[src/rtl/ddr_psctrl.sv]
`timescale 1ns/1ps
// ddr_psctrl: handshake controller for the write-path DCM dynamic phase-shift
// port. Accepts inc/dec step requests, issues PSEN/PSINCDEC, waits for PSDONE
// (bounded by TIMEOUT cycles) and tracks the signed tap offset within
// +/-MAX_TAPS. Optional one-deep request queue: define DDR_PSCTRL_QUEUE_EN.
module ddr_psctrl #(
  parameter int MAX_TAPS = 255,
  parameter int TIMEOUT  = 1023,
  parameter int CNT_W    = 9
) (
  input  logic                    clk,
  input  logic                    reset_n,
  input  logic                    dcm_locked,
  input  logic                    req_valid,
  input  logic                    req_inc,
  output logic                    req_ready,
  output logic                    psen,
  output logic                    psincdec,
  input  logic                    psdone,
  output logic signed [CNT_W-1:0] tap,
  output logic                    at_max,
  output logic                    at_min,
  output logic                    busy,
  output logic                    err_timeout
);

  localparam int TW = $clog2(TIMEOUT + 1);
  localparam logic signed [CNT_W-1:0] TAP_MAX = CNT_W'(MAX_TAPS);
  localparam logic signed [CNT_W-1:0] TAP_MIN = -TAP_MAX;

  typedef enum logic [1:0] {
    S_UNLOCK,
    S_IDLE,
    S_WAIT
  } state_t;

  state_t                    state, state_nxt;
  logic [TW-1:0]             wcnt, wcnt_nxt;
  logic                      psen_nxt, psincdec_nxt;
  logic signed [CNT_W-1:0]   tap_nxt, tap_step;
  logic                      at_max_nxt, at_min_nxt;
  logic                      busy_nxt, err_nxt;
  logic                      accept, step_done;

`ifdef DDR_PSCTRL_QUEUE_EN
  logic q_valid, q_valid_nxt;
  logic q_inc, q_inc_nxt;
  logic cand_valid, cand_inc;

  // Ready in IDLE, or in WAIT while the queue slot is free
  always_comb begin
    req_ready = dcm_locked & ((state == S_IDLE) | ((state == S_WAIT) & ~q_valid));
  end
`else
  // Ready only in IDLE with the DCM locked
  always_comb begin
    req_ready = dcm_locked & (state == S_IDLE);
  end
`endif

  // Next-state, step issue, tap arithmetic and timeout decode
  always_comb begin
    state_nxt    = state;
    wcnt_nxt     = wcnt;
    psen_nxt     = 1'b0;
    psincdec_nxt = psincdec;
    tap_nxt      = tap;
    at_max_nxt   = at_max;
    at_min_nxt   = at_min;
    err_nxt      = err_timeout;
    accept       = req_valid & req_ready;
    // psen is high only in the first WAIT cycle, so it doubles as the
    // "ignore psdone" marker
    step_done    = (state == S_WAIT) & ~psen & psdone;
    tap_step     = psincdec ? (tap + CNT_W'(1)) : (tap - CNT_W'(1));
`ifdef DDR_PSCTRL_QUEUE_EN
    q_valid_nxt  = q_valid;
    q_inc_nxt    = q_inc;
    cand_valid   = 1'b0;
    cand_inc     = 1'b0;
`endif

    if (!dcm_locked) begin
      state_nxt    = S_UNLOCK;
      tap_nxt      = '0;
      at_max_nxt   = 1'b0;
      at_min_nxt   = 1'b0;
      err_nxt      = 1'b0;
      psincdec_nxt = 1'b0;
`ifdef DDR_PSCTRL_QUEUE_EN
      q_valid_nxt  = 1'b0;
`endif
    end else begin
      case (state)
        S_UNLOCK: state_nxt = S_IDLE;
        S_IDLE: begin
          if (accept && !(req_inc ? at_max : at_min)) begin
            state_nxt    = S_WAIT;
            psen_nxt     = 1'b1;
            psincdec_nxt = req_inc;
            wcnt_nxt     = '0;
          end
        end
        S_WAIT: begin
          wcnt_nxt = wcnt + TW'(1);
`ifdef DDR_PSCTRL_QUEUE_EN
          if (accept) begin
            q_valid_nxt = 1'b1;
            q_inc_nxt   = req_inc;
          end
`endif
          if (step_done) begin
            tap_nxt    = tap_step;
            at_max_nxt = (tap_step == TAP_MAX);
            at_min_nxt = (tap_step == TAP_MIN);
            state_nxt  = S_IDLE;
`ifdef DDR_PSCTRL_QUEUE_EN
            // A request accepted on this very edge is chained like a queued one
            cand_valid  = q_valid | accept;
            cand_inc    = q_valid ? q_inc : req_inc;
            q_valid_nxt = 1'b0;
            if (cand_valid &&
                !(cand_inc ? (tap_step == TAP_MAX) : (tap_step == TAP_MIN))) begin
              state_nxt    = S_WAIT;
              psen_nxt     = 1'b1;
              psincdec_nxt = cand_inc;
              wcnt_nxt     = '0;
            end
`endif
          end else if (wcnt_nxt == TW'(TIMEOUT)) begin
            err_nxt   = 1'b1;
            state_nxt = S_IDLE;
`ifdef DDR_PSCTRL_QUEUE_EN
            q_valid_nxt = 1'b0;
`endif
          end
        end
        default: state_nxt = S_UNLOCK;
      endcase
    end
    busy_nxt = (state_nxt == S_WAIT);
  end

  // State and registered outputs
  always_ff @(posedge clk or negedge reset_n) begin
    if (!reset_n) begin
      state       <= S_UNLOCK;
      wcnt        <= '0;
      psen        <= 1'b0;
      psincdec    <= 1'b0;
      tap         <= '0;
      at_max      <= 1'b0;
      at_min      <= 1'b0;
      busy        <= 1'b0;
      err_timeout <= 1'b0;
    end else begin
      state       <= state_nxt;
      wcnt        <= wcnt_nxt;
      psen        <= psen_nxt;
      psincdec    <= psincdec_nxt;
      tap         <= tap_nxt;
      at_max      <= at_max_nxt;
      at_min      <= at_min_nxt;
      busy        <= busy_nxt;
      err_timeout <= err_nxt;
    end
  end

`ifdef DDR_PSCTRL_QUEUE_EN
  // One-deep request queue
  always_ff @(posedge clk or negedge reset_n) begin
    if (!reset_n) begin
      q_valid <= 1'b0;
      q_inc   <= 1'b0;
    end else begin
      q_valid <= q_valid_nxt;
      q_inc   <= q_inc_nxt;
    end
  end
`endif

endmodule

[config.mk]
export PLATFORM = sky130hd
export DESIGN_NAME = ddr_psctrl
export DESIGN_NICKNAME = d
export VERILOG_FILES = /design/src/rtl/ddr_psctrl.sv
export SDC_FILE = /design/constraint.sdc
export NUM_CORES = 1
export LEC_CHECK = 0
export CORE_UTILIZATION = 31
export CTS_CLUSTER_SIZE = 24
export DETAILED_ROUTE_END_ITERATION = 10
export PLACE_DENSITY = 0.57
export SKIP_CTS_REPAIR_TIMING = 1
export SYNTH_ARGS = -nofsm -noshare
export SYNTH_HDL_FRONTEND = slang
export SYNTH_SLANG_ARGS = --single-unit
[constraint.sdc]
create_clock -name clk -period 4.28 [get_ports clk]
set_input_delay 0.642 -clock clk [delete_from_list [all_inputs] [get_ports clk]]
set_output_delay 0.642 -clock clk [all_outputs]
set_load 0.02 [all_outputs]
==> results of run 1 <==
[state kept, by name (all words and copies together), names as in the netlist]
name / count
state: 2
busy: 1
at_max: 1
err_timeout: 1
at_min: 1
wcnt: 10
psincdec: 1
tap: 9
psen: 1
[metrics by stage]
stage | power (W) | hold slack [ns] | instance area, um2
after detailed placement | 0.000377 | 0.487 | 1930
final | 0.000533 | 0.504 | 1980
after global routing | 0.000561 | 0.533 | 1980
after CTS | 0.000537 | 0.514 | 1980
after global placement | 0.000376 | 0.483 | 1930
after floorplan | 0.000341 | 0.346 | 1650
[per-layer routing]
layer / vias to the layer above / GRT usage / share of wire
met5: - / 0 / 0
met4: 0 / 0.0566 / 0.015
met2: 27 / 0.243 / 0.47
met1: 678 / 0.197 / 0.49
li1: 695 / - / -
met3: 5 / 0.0228 / 0.030
[cells by family after synthesis]
kind of cell,Yosys count,share of synthesized area
AO/OA/AOI/OAI,57,0.214
AND/OR/NAND/NOR,57,0.173
adder cells (fa/ha/maj),12,0.0957
multiplexers,2,0.0121
flip-flops,27,0.410
buffers and inverters,15,0.0364
XOR/XNOR,11,0.0585
[power by group]
| group | internal [W] | total [W] | leakage, nW | switching (W) |
|---|---|---|---|---|
| Sequential | 0.000264 | 0.000274 | 0.372 | 0.0000100 |
| Combinational | 0.0000410 | 0.0000977 | 0.456 | 0.0000567 |
| Clock | 0.0000687 | 0.000161 | 0.0261 | 0.0000923 |
| Total | 0.000374 | 0.000533 | 0.855 | 0.000159 |
[worst max-delay path: stages]
cell and delay, ns:
clkdlybuf4s50_1 0.57, nor3b_1 0.28, clkdlybuf4s50_1 0.66
[cells in the mapped netlist (all sizes together), types with 3 or more instances]
cell type  number  area (um2)
dfrtp          27         676
o21ai          23         115
nand2          17        66.3
nor2           13        51.3
a21oi          11        55.1
ha             11         138
inv            10        37.5
nand3           8        45.0
xnor2           7        61.3
nand4           5        31.3
a22o            4        35.0
a31oi           4        25.0
clkbuf          4        15.0
xor2            4        35.0
a21o            3        22.5
nand2b          3        18.8
[final timing paths]
check | to | depth (start not counted) | slack [ns] | from
worst max-delay path | req_ready | 3 | 1.49 | dcm_locked
worst min-delay path | err_timeout | 2 | 0.50 | err_timeout
worst max register to register | at_min | 8 | 1.85 | psincdec
worst min register to register | err_timeout | 2 | 0.50 | err_timeout
max in group asynchronous | tap[7] | 2 | 3.00 | reset_n
min in group asynchronous | wcnt[2] | 1 | 0.66 | reset_n
[area by class of cell]
cell class                      count  share of cell area
Tap cell                           70              0.0442
Inverter                           10              0.0190
Clock inverter                      1             0.00442
Timing Repair Buffer               22               0.110
Clock buffer                        3              0.0208
Sequential cell                    27               0.341
Multi-Input combinational cell    139               0.461
==> summary.md, run 1 <==
| Metric | Value |
|---|---|
| Outcome | finished clean |
| Crit path capture type | primary output |
| Seq/Total Area, Yosys | 0.410 |
| RSZ-0062 raised after global routing | no |
| Worst EP arrival | 2.15 ns |
| Power per Cell Area | 269 nW/um2 |
| Final setup violating endpoints | 0 |
| Worst-path fanout max | 8 |
| DP Worst Slack | 1.50 ns |
| Filler Cells Inserted | 542 |
| Initial DRT Pass Iterations | 4 |
| GP Congestion | 0.766 |
| Via/cell ratio | 5.17 |
| Max-Cap Viols | 0 |
| Port bufs | 21 |
| Post-synth EDFFs | 0 |
| Max-slew headroom | 0.519 |
| Area Growth Syn to Fin | 20.2% |
| Most used DFF post-synth | dfrtp_1 |
| Initial drt markers | 45 |
| Root Driver | clkbuf_8 |
| Netlist cell types | 40 |
| Commonest non-fill, non-tap cell in the layout | dfrtp_1 |
| Largest net degree at the start of global routing | 19 |
| Mapped Area | 1650 um2 |
| Worst skew pair latency | 0.29 ns |
| Non-filler cells, final | 272 |
| Fmax achieved | 0.358 GHz |
| Die Y | 74.9 um |
| Worst Setup Path Type | input port to primary output |
| Die width | 74.9 um |
| CORE AREA | 5110 um2 |
| Initial core utilization | 0.323 |
| CP Launch Type | input port |
| Clock-pin slew on the worst setup and hold paths | 0.11 ns |
| Final Hold Vio Count | 0 |
| Number of global-route vias before repair | 1334 |
| Count of pins over their slew limit | 0 |
| DR vias | 1405 |
| Ports | 22 |
| FFs w/ async S/R, synth | 1.00 |
| Storage element area | 676 um2 |
| Clock sink total | 27 |
| Max VDD drop | 0.103 mV |
| Row count | 26 |
| Commonest cells after routing, fill and taps aside | 27 x dfrtp_1, 22 x o21ai_0, 21 x clkdlybuf4s50_1 |
| Yosys warns | 0 |
| Worst-Margin Slew | 0.720 ns |
| Share of cells above drive strength 1 | 0.0396 |
| P_leak | 0.855 nW |
| Area of the multi-input gates | 912 um2 |
| Routed Wire Length | 3.68 mm |
| Overflow after GRT | 0 |
| Setup TNS | 0 ns |
| CTS Buffer Depth | 2 |
| Layout Utilization | 0.388 |
| Setup slack after layout | 1.49 ns |
| Type of the most critical hold path | register to register |
| ANT cells | 0 |
| Final net count | 221 |
| CTS tree | done |
| H-tree level count | 1 |
| Wire per inst | 13.5 um |
| Cells after synthesis | 181 |
| Aggregate global-route resource usage | 0.148 |
| DRC Markers | 0 |
| Initial antenna violation count | 0 |
| Synthesized area per cell | 9.10 um2 |
| Die area | 5610 um2 |
| Cts bufs inserted | 3 |
| Tcrit/Tclk final | 0.653 |
| Syn_nets | 199 |
| Synthesized flop and latch total | 27 |
| First-pass GRT wire length | 6.29 mm |
| Tmin final | 2.79 ns |
| Hpwl dp | 2.75 mm |
| Worst endpoint required time | 3.64 ns |
| Placed instance count | 268 |
| Fin Clk Skew | 0.0146 ns |
| Antenna-violating nets left | 0 |
Power figures use the tool's default switching activity.
==> run 2, diff against run 1 <==
--- a/config.mk
+++ b/config.mk
@@ -8,7 +8,7 @@
 export CORE_UTILIZATION = 31
 export CTS_CLUSTER_SIZE = 24
 export DETAILED_ROUTE_END_ITERATION = 10
-export PLACE_DENSITY = 0.57
+export PLACE_DENSITY = 0.59
 export SKIP_CTS_REPAIR_TIMING = 1
 export SYNTH_ARGS = -nofsm -noshare
 export SYNTH_HDL_FRONTEND = slang
==> constraint.sdc (replaced) <==
create_clock -name clk -period 2.25 [get_ports clk]
set_input_delay 0.3375 -clock clk [delete_from_list [all_inputs] [get_ports clk]]
set_output_delay 0.3375 -clock clk [all_outputs]
set_load 0.02 [all_outputs]
==> run 2 against run 1 <==
  * Cell count up 5.1%
  * Largest cell class unchanged
  * Clock-buffer cell count grew 1
  * Die area unchanged
  * Clock power up 75%
==> summary.md, run 2 (synthesized netlist as in run 1, its figures left out) <==
| Metric | Value |
|---|---|
| Cells on worst reg2reg path | 7 (-1) |
| Final net count | 235 (+6.3%) |
| Wire per inst | 13.3 um (-1.2%) |
| Max-Cap Viols | 0 (unchanged) |
| Regs by FF count | wcnt (10), tap (9), state (2) |
| Antenna-violating nets left | 0 (unchanged) |
| Overall power | 0.00103 W (+93%) |
| R2R setup slack | 0.13 ns (-1.72 ns) |
| Commonest cells after routing, fill and taps aside | 26 x dfrtp_1, 21 x o21ai_0, 21 x clkdlybuf4s50_1 |
| Largest net degree at the start of global routing | 28 (+9) |
| Outcome | finished clean |
| Clock sink total | 27 (unchanged) |
| Initial drt markers | 84 (+87%) |
| First-pass GRT wire length | 6.16 mm (-2.1%) |
| Most flops, register | wcnt |
| Max-slew headroom | 0.518 (-0.000923) |
| Placed instance count | 279 (+4.1%) |
| Port bufs | 21 (unchanged) |
| Final Hold Vio Count | 0 (unchanged) |
| Tmin final | 2.12 ns |
| CTS Buffer Depth | 2 (unchanged) |
| Worst Setup Path Type | register to register |
| GP Congestion | 0.840 (+9.7%) |
| Row count | 26 (unchanged) |
| Power per Cell Area | 479 nW/um2 (+78%) |
| DRC Markers | 0 (unchanged) |
| Die Y | 74.9 um (unchanged) |
| Root Driver | clkbuf_8 |
| Initial core utilization | 0.323 (unchanged) |
| CP Launch Type | register |
| Setup slack after layout | 0.130 ns (-1.36 ns) |
| Via/cell ratio | 4.88 (-5.4%) |
| Worst skew pair latency | 0.27 ns (-0.02 ns) |
| DP Worst Slack | -0.0653 ns (-1.56 ns) |
| Worst endpoint required time | 2.43 ns (-1.21 ns) |
| Max reg flops | 10 (unchanged) |
| CP peak stage delay | 0.46 ns (-0.20 ns) |
| Count of pins over their slew limit | 0 (unchanged) |
| Die width | 74.9 um (unchanged) |
| RSZ-0062 raised after global routing | no |
| Worst-path cell chain | fa_2, nand2b_4, a211oi_2, o221ai_2, xnor2_2, nand2_1, o31ai_1 |
| Crit path capture type | register |
| Worst EP arrival | 2.30 ns (+0.15 ns) |
| Aggregate global-route resource usage | 0.144 (-0.00378) |
| Hpwl dp | 2.82 mm (+2.5%) |
| Filler Cells Inserted | 524 (-3.3%) |
| Initial antenna violation count | 0 (unchanged) |
| Worst r2r src | psincdec |
| Critical path's slowest cell | dfrtp_2 |
| Type of the most critical hold path | input port to async pin |
| Non-filler cells, final | 286 (+5.1%) |
| RR Endpoint | at_min |
| P_leak | 0.946 nW (+11%) |
| Clock-pin slew on the worst setup and hold paths | 0.10 ns (about the same) |
| ANT cells | 0 (unchanged) |
| Final hold slack | 0.429 ns (-0.0750 ns) |
| Tcrit/Tclk final | 0.942 |
| CTS tree | done |
| Setup TNS | 0 ns (unchanged) |
| Ports | 22 (unchanged) |
| Final setup violating endpoints | 0 (unchanged) |
| Commonest non-fill, non-tap cell in the layout | dfrtp_1 |
| Worst-Margin Slew | 0.721 ns (+0.00138 ns) |
| Routed Wire Length | 3.82 mm (+3.9%) |
| Area Growth Syn to Fin | 30.2% |
| Cts bufs inserted | 3 (unchanged) |
| Number of global-route vias before repair | 1285 (-3.7%) |
| Max VDD drop | 0.277 mV (+170%) |
| CORE AREA | 5110 um2 (unchanged) |
| Fin Clk Skew | 0.00518 ns (-0.00940 ns) |
| Die area | 5610 um2 (unchanged) |
| DR vias | 1397 (-0.57%) |
| Fmax achieved | 0.472 GHz |
| Share of cells above drive strength 1 | 0.157 (+0.118) |
| Overflow after GRT | 0 (unchanged) |
| Worst-path fanout max | 4 (-4) |
| Initial DRT Pass Iterations | 4 (unchanged) |
| H-tree level count | 1 (unchanged) |
run 2: through the flow:
stage	instance area, um2	util
after global routing	2150	0.420
final	2150	0.420
after global placement	2010	0.394
after CTS	2060	0.403
after detailed placement	2010	0.394
after floorplan	1650	-
run 2: critical path, delay by kind of cell (launching register included):
kind                       cells  cell delay, ns
and+or+nand+nor                2            0.25
adders and majority gates      1            0.42
DFF                            1            0.46
xor gates and xnor gates       1            0.18
AOI/OAI and AO/OA              3            0.71
run 2: worst max path at each step:
stage,start,end,depth (start not counted)
4_1_cts,psincdec,at_max,8
5_1_grt,psincdec,at_max,8
3_3_place_gp,tap[0],at_max,8
2_1_floorplan,psincdec,at_max,7
6_report,psincdec,at_min,7
3_5_place_dp,psincdec,at_max,8
run 2: layout make-up:
cell class,count,area (um2),share of cell area
Clock buffer,4,45.0,0.0210
Inverter,10,40.0,0.0187
Multi-Input combinational cell,139,973,0.454
Sequential cell,27,677,0.315
Tap cell,70,87.6,0.0408
Timing Repair Buffer,36,323,0.150
run 2: power by group:
| group | total, W | internal [W] | switching (W) |
|---|---|---|---|
| Combinational | 0.000226 | 0.000103 | 0.000123 |
| Sequential | 0.000520 | 0.000502 | 0.0000179 |
| Clock | 0.000281 | 0.000127 | 0.000154 |
| Total | 0.00103 | 0.000732 | 0.000295 |
run 2: layer usage:
metal / routed length, um / vias up / track usage
met5: 0 / - / 0
met4: 41 / 0 / 0.0314
met3: 99 / 4 / 0.0295
met2: 1760 / 21 / 0.237
met1: 1920 / 650 / 0.196
li1: - / 722 / -
==> run 3, diff against run 2 <==
--- a/config.mk
+++ b/config.mk
@@ -5,10 +5,10 @@
 export SDC_FILE = /design/constraint.sdc
 export NUM_CORES = 1
 export LEC_CHECK = 0
-export CORE_UTILIZATION = 31
+export CORE_UTILIZATION = 49
 export CTS_CLUSTER_SIZE = 24
 export DETAILED_ROUTE_END_ITERATION = 10
-export PLACE_DENSITY = 0.59
+export PLACE_DENSITY = 0.82
 export SKIP_CTS_REPAIR_TIMING = 1
 export SYNTH_ARGS = -nofsm -noshare
 export SYNTH_HDL_FRONTEND = slang
==> run 3 against run 2 <==
  * Non-clock buffer count rose by 2
  * Largest power group unchanged
  * Combinational power rose by 13%
  * Clock skew fell by 0.00080 ns
  * Sequential share of layout area fell by 0.88 points
  * Total power fell by 1.7%
  * Critical endpoint is now at_max
  * Final area rose by 2.9%
==> summary.md, run 3 (synthesized netlist as in run 1, its figures left out) <==
| Metric | Value |
|---|---|
| Crit path buffers/inverters | 1 (+1) |
| Hpwl dp | 2.72 mm (-3.4%) |
| Outcome | finished clean |
| Met1 WL | 1.85 mm (-3.3%) |
| Worst-path fanout max | 3 (-1) |
| Tmin final | 2.24 ns (+0.115 ns) |
| Max VDD drop | 0.230 mV (-17%) |
| Worst-Margin Slew | 0.803 ns (+0.0813 ns) |
| Largest net degree at the start of global routing | 28 (unchanged) |
| Ports | 22 (unchanged) |
| Worst-path cell chain | buf_4, fa_2, nand2b_4, a211oi_4, o221ai_2, xnor2_2, nor4_2, a22o_1 |
| Overall power | 0.00101 W (-1.7%) |
| Critical path's slowest cell | dfrtp_2 |
| Die area | 3600 um2 (-36%) |
| CTS Buffer Depth | 2 (unchanged) |
| Commonest cells after routing, fill and taps aside | 26 x dfrtp_1, 21 x o21ai_0, 21 x clkdlybuf4s50_1 |
| Count of pins over their slew limit | 0 (unchanged) |
| Commonest non-fill, non-tap cell in the layout | dfrtp_1 |
| H-tree level count | 1 (unchanged) |
| WL met2 | 2.19 mm (+24%) |
| Most flops, register | wcnt |
| Share of cells above drive strength 1 | 0.197 (+0.0398) |
| Initial antenna violation count | 0 (unchanged) |
| DR vias | 1568 (+12%) |
| Delay-heaviest family, CP | compound AO/OA/AOI/OAI gates |
| CP peak stage delay | 0.46 ns (about the same) |
| Final net count | 237 (+0.85%) |
| CTS tree | done |
| Routed Wire Length | 4.29 mm (+12%) |
| Area Growth Syn to Fin | 33.9% |
| Regs by FF count | wcnt (10), tap (9), state (2) |
| Layout Utilization | 0.706 (+0.285) |
| Fmax achieved | 0.447 GHz (-5.1%) |
| Die width | 60.0 um (-20%) |
| Max reg flops | 10 (unchanged) |
| Met3 WL post-DR | 178 um (+80%) |
| Initial drt markers | 135 (+61%) |
| Final setup violating endpoints | 0 (unchanged) |
| Via/cell ratio | 5.98 (+23%) |
| Initial DRT Pass Iterations | 5 (+1) |
| ANT cells | 0 (unchanged) |
| Max-Cap Viols | 0 (unchanged) |
| Final Hold Vio Count | 0 (unchanged) |
| Worst Setup Path Type | register to register |
| Max-slew headroom | 0.464 (-0.0543) |
| RSZ-0062 raised after global routing | yes |
| Type of the most critical hold path | input port to async pin |
| Antenna-violating nets left | 0 (unchanged) |
| Worst endpoint required time | 2.54 ns (+0.11 ns) |
| Root Driver | clkbuf_4 |
| Worst EP arrival | 2.53 ns (+0.23 ns) |
| P_leak | 0.964 nW (+2.0%) |
| Cts bufs inserted | 3 (unchanged) |
| Crit path capture type | register |
| Number of global-route vias before repair | 1402 (+9.1%) |
| Port bufs | 21 (unchanged) |
| Power per Cell Area | 457 nW/um2 (-4.4%) |
| Clock-pin slew on the worst setup and hold paths | 0.17 ns (+0.07 ns) |
| First-pass GRT wire length | 6.38 mm (+3.5%) |
| Aggregate global-route resource usage | 0.235 (+0.0906) |
| Clock sink total | 27 (unchanged) |
| Tcrit/Tclk final | 0.993 (+0.0510) |
| Setup slack after layout | 0.0149 ns (-0.115 ns) |
| GP Congestion | 0.950 (+13%) |
| DRC Markers | 0 (unchanged) |
| CORE AREA | 3130 um2 (-39%) |
| Max layer used | met4 |
| CP Launch Type | register |
| Overflow after GRT | 0 (unchanged) |
| Initial core utilization | 0.527 (+0.204) |
| Worst skew pair latency | 0.33 ns (+0.06 ns) |
| Die Y | 60.0 um (-20%) |
| Row count | 20 (-23%) |
| Fin Clk Skew | 0.00438 ns (-0.000803 ns) |
| Wire per inst | 16.4 um (+23%) |
| DP Worst Slack | -0.0543 ns (+0.0110 ns) |
-- run 3: cell count changes in the layout (fill, tap and decap cells not counted), sizes merged --
cell	previous run	this run
clkinvlp	0	2
clkbuf	4	3
buf	15	17
inv	10	9
-- run 3: layout make-up --
| class | count | area, um2 |
|---|---|---|
| clock buffers | 3 | 22.5 |
| clock inverters | 1 | 7.51 |
| fillers | 232 | 921 |
| inverters | 10 | 41.3 |
| multi-input cells | 139 | 1050 |
| flip-flops and latches | 27 | 677 |
| well taps | 44 | 55.1 |
| repair buffers | 38 | 354 |
-- run 3: final timing paths --
check / start / to / slack, ns / cells after the start
max in group asynchronous: reset_n / psincdec / 1.60 / 2
max: psincdec / at_max / 0.01 / 8
min reg2reg: wcnt[9] / wcnt[9] / 0.51 / 1
min: reset_n / at_max / 0.37 / 2
max reg2reg: psincdec / at_max / 0.01 / 8
min in group clk: wcnt[9] / wcnt[9] / 0.51 / 1
-- run 3: routing by layer --
layer | vias to the layer above | track usage
li1 | 724 | -
met3 | 6 | 0.0260
met4 | 0 | 0.0664
met5 | - | 0
met2 | 48 | 0.378
met1 | 790 | 0.334
-- run 3: where the power goes --
part           switching, W  internal (W)
clock network      0.000164     0.0000679
logic              0.000135      0.000120
registers         0.0000198      0.000502
total              0.000319      0.000691
-- run 3: metrics by stage --
stage / TNS [ns] / cell area (um2) / cells / hold WS [ns]
2_1_floorplan: 0 / 1650 / 181 / 0.0419
3_3_place_gp: -0.0654 / 1970 / 251 / 0.480
3_5_place_dp: -0.0808 / 1970 / 251 / 0.485
4_1_cts: -0.180 / 2000 / 255 / 0.370
5_1_grt: -0.186 / 2210 / 262 / 0.394
6_report: 0 / 2210 / 262 / 0.366
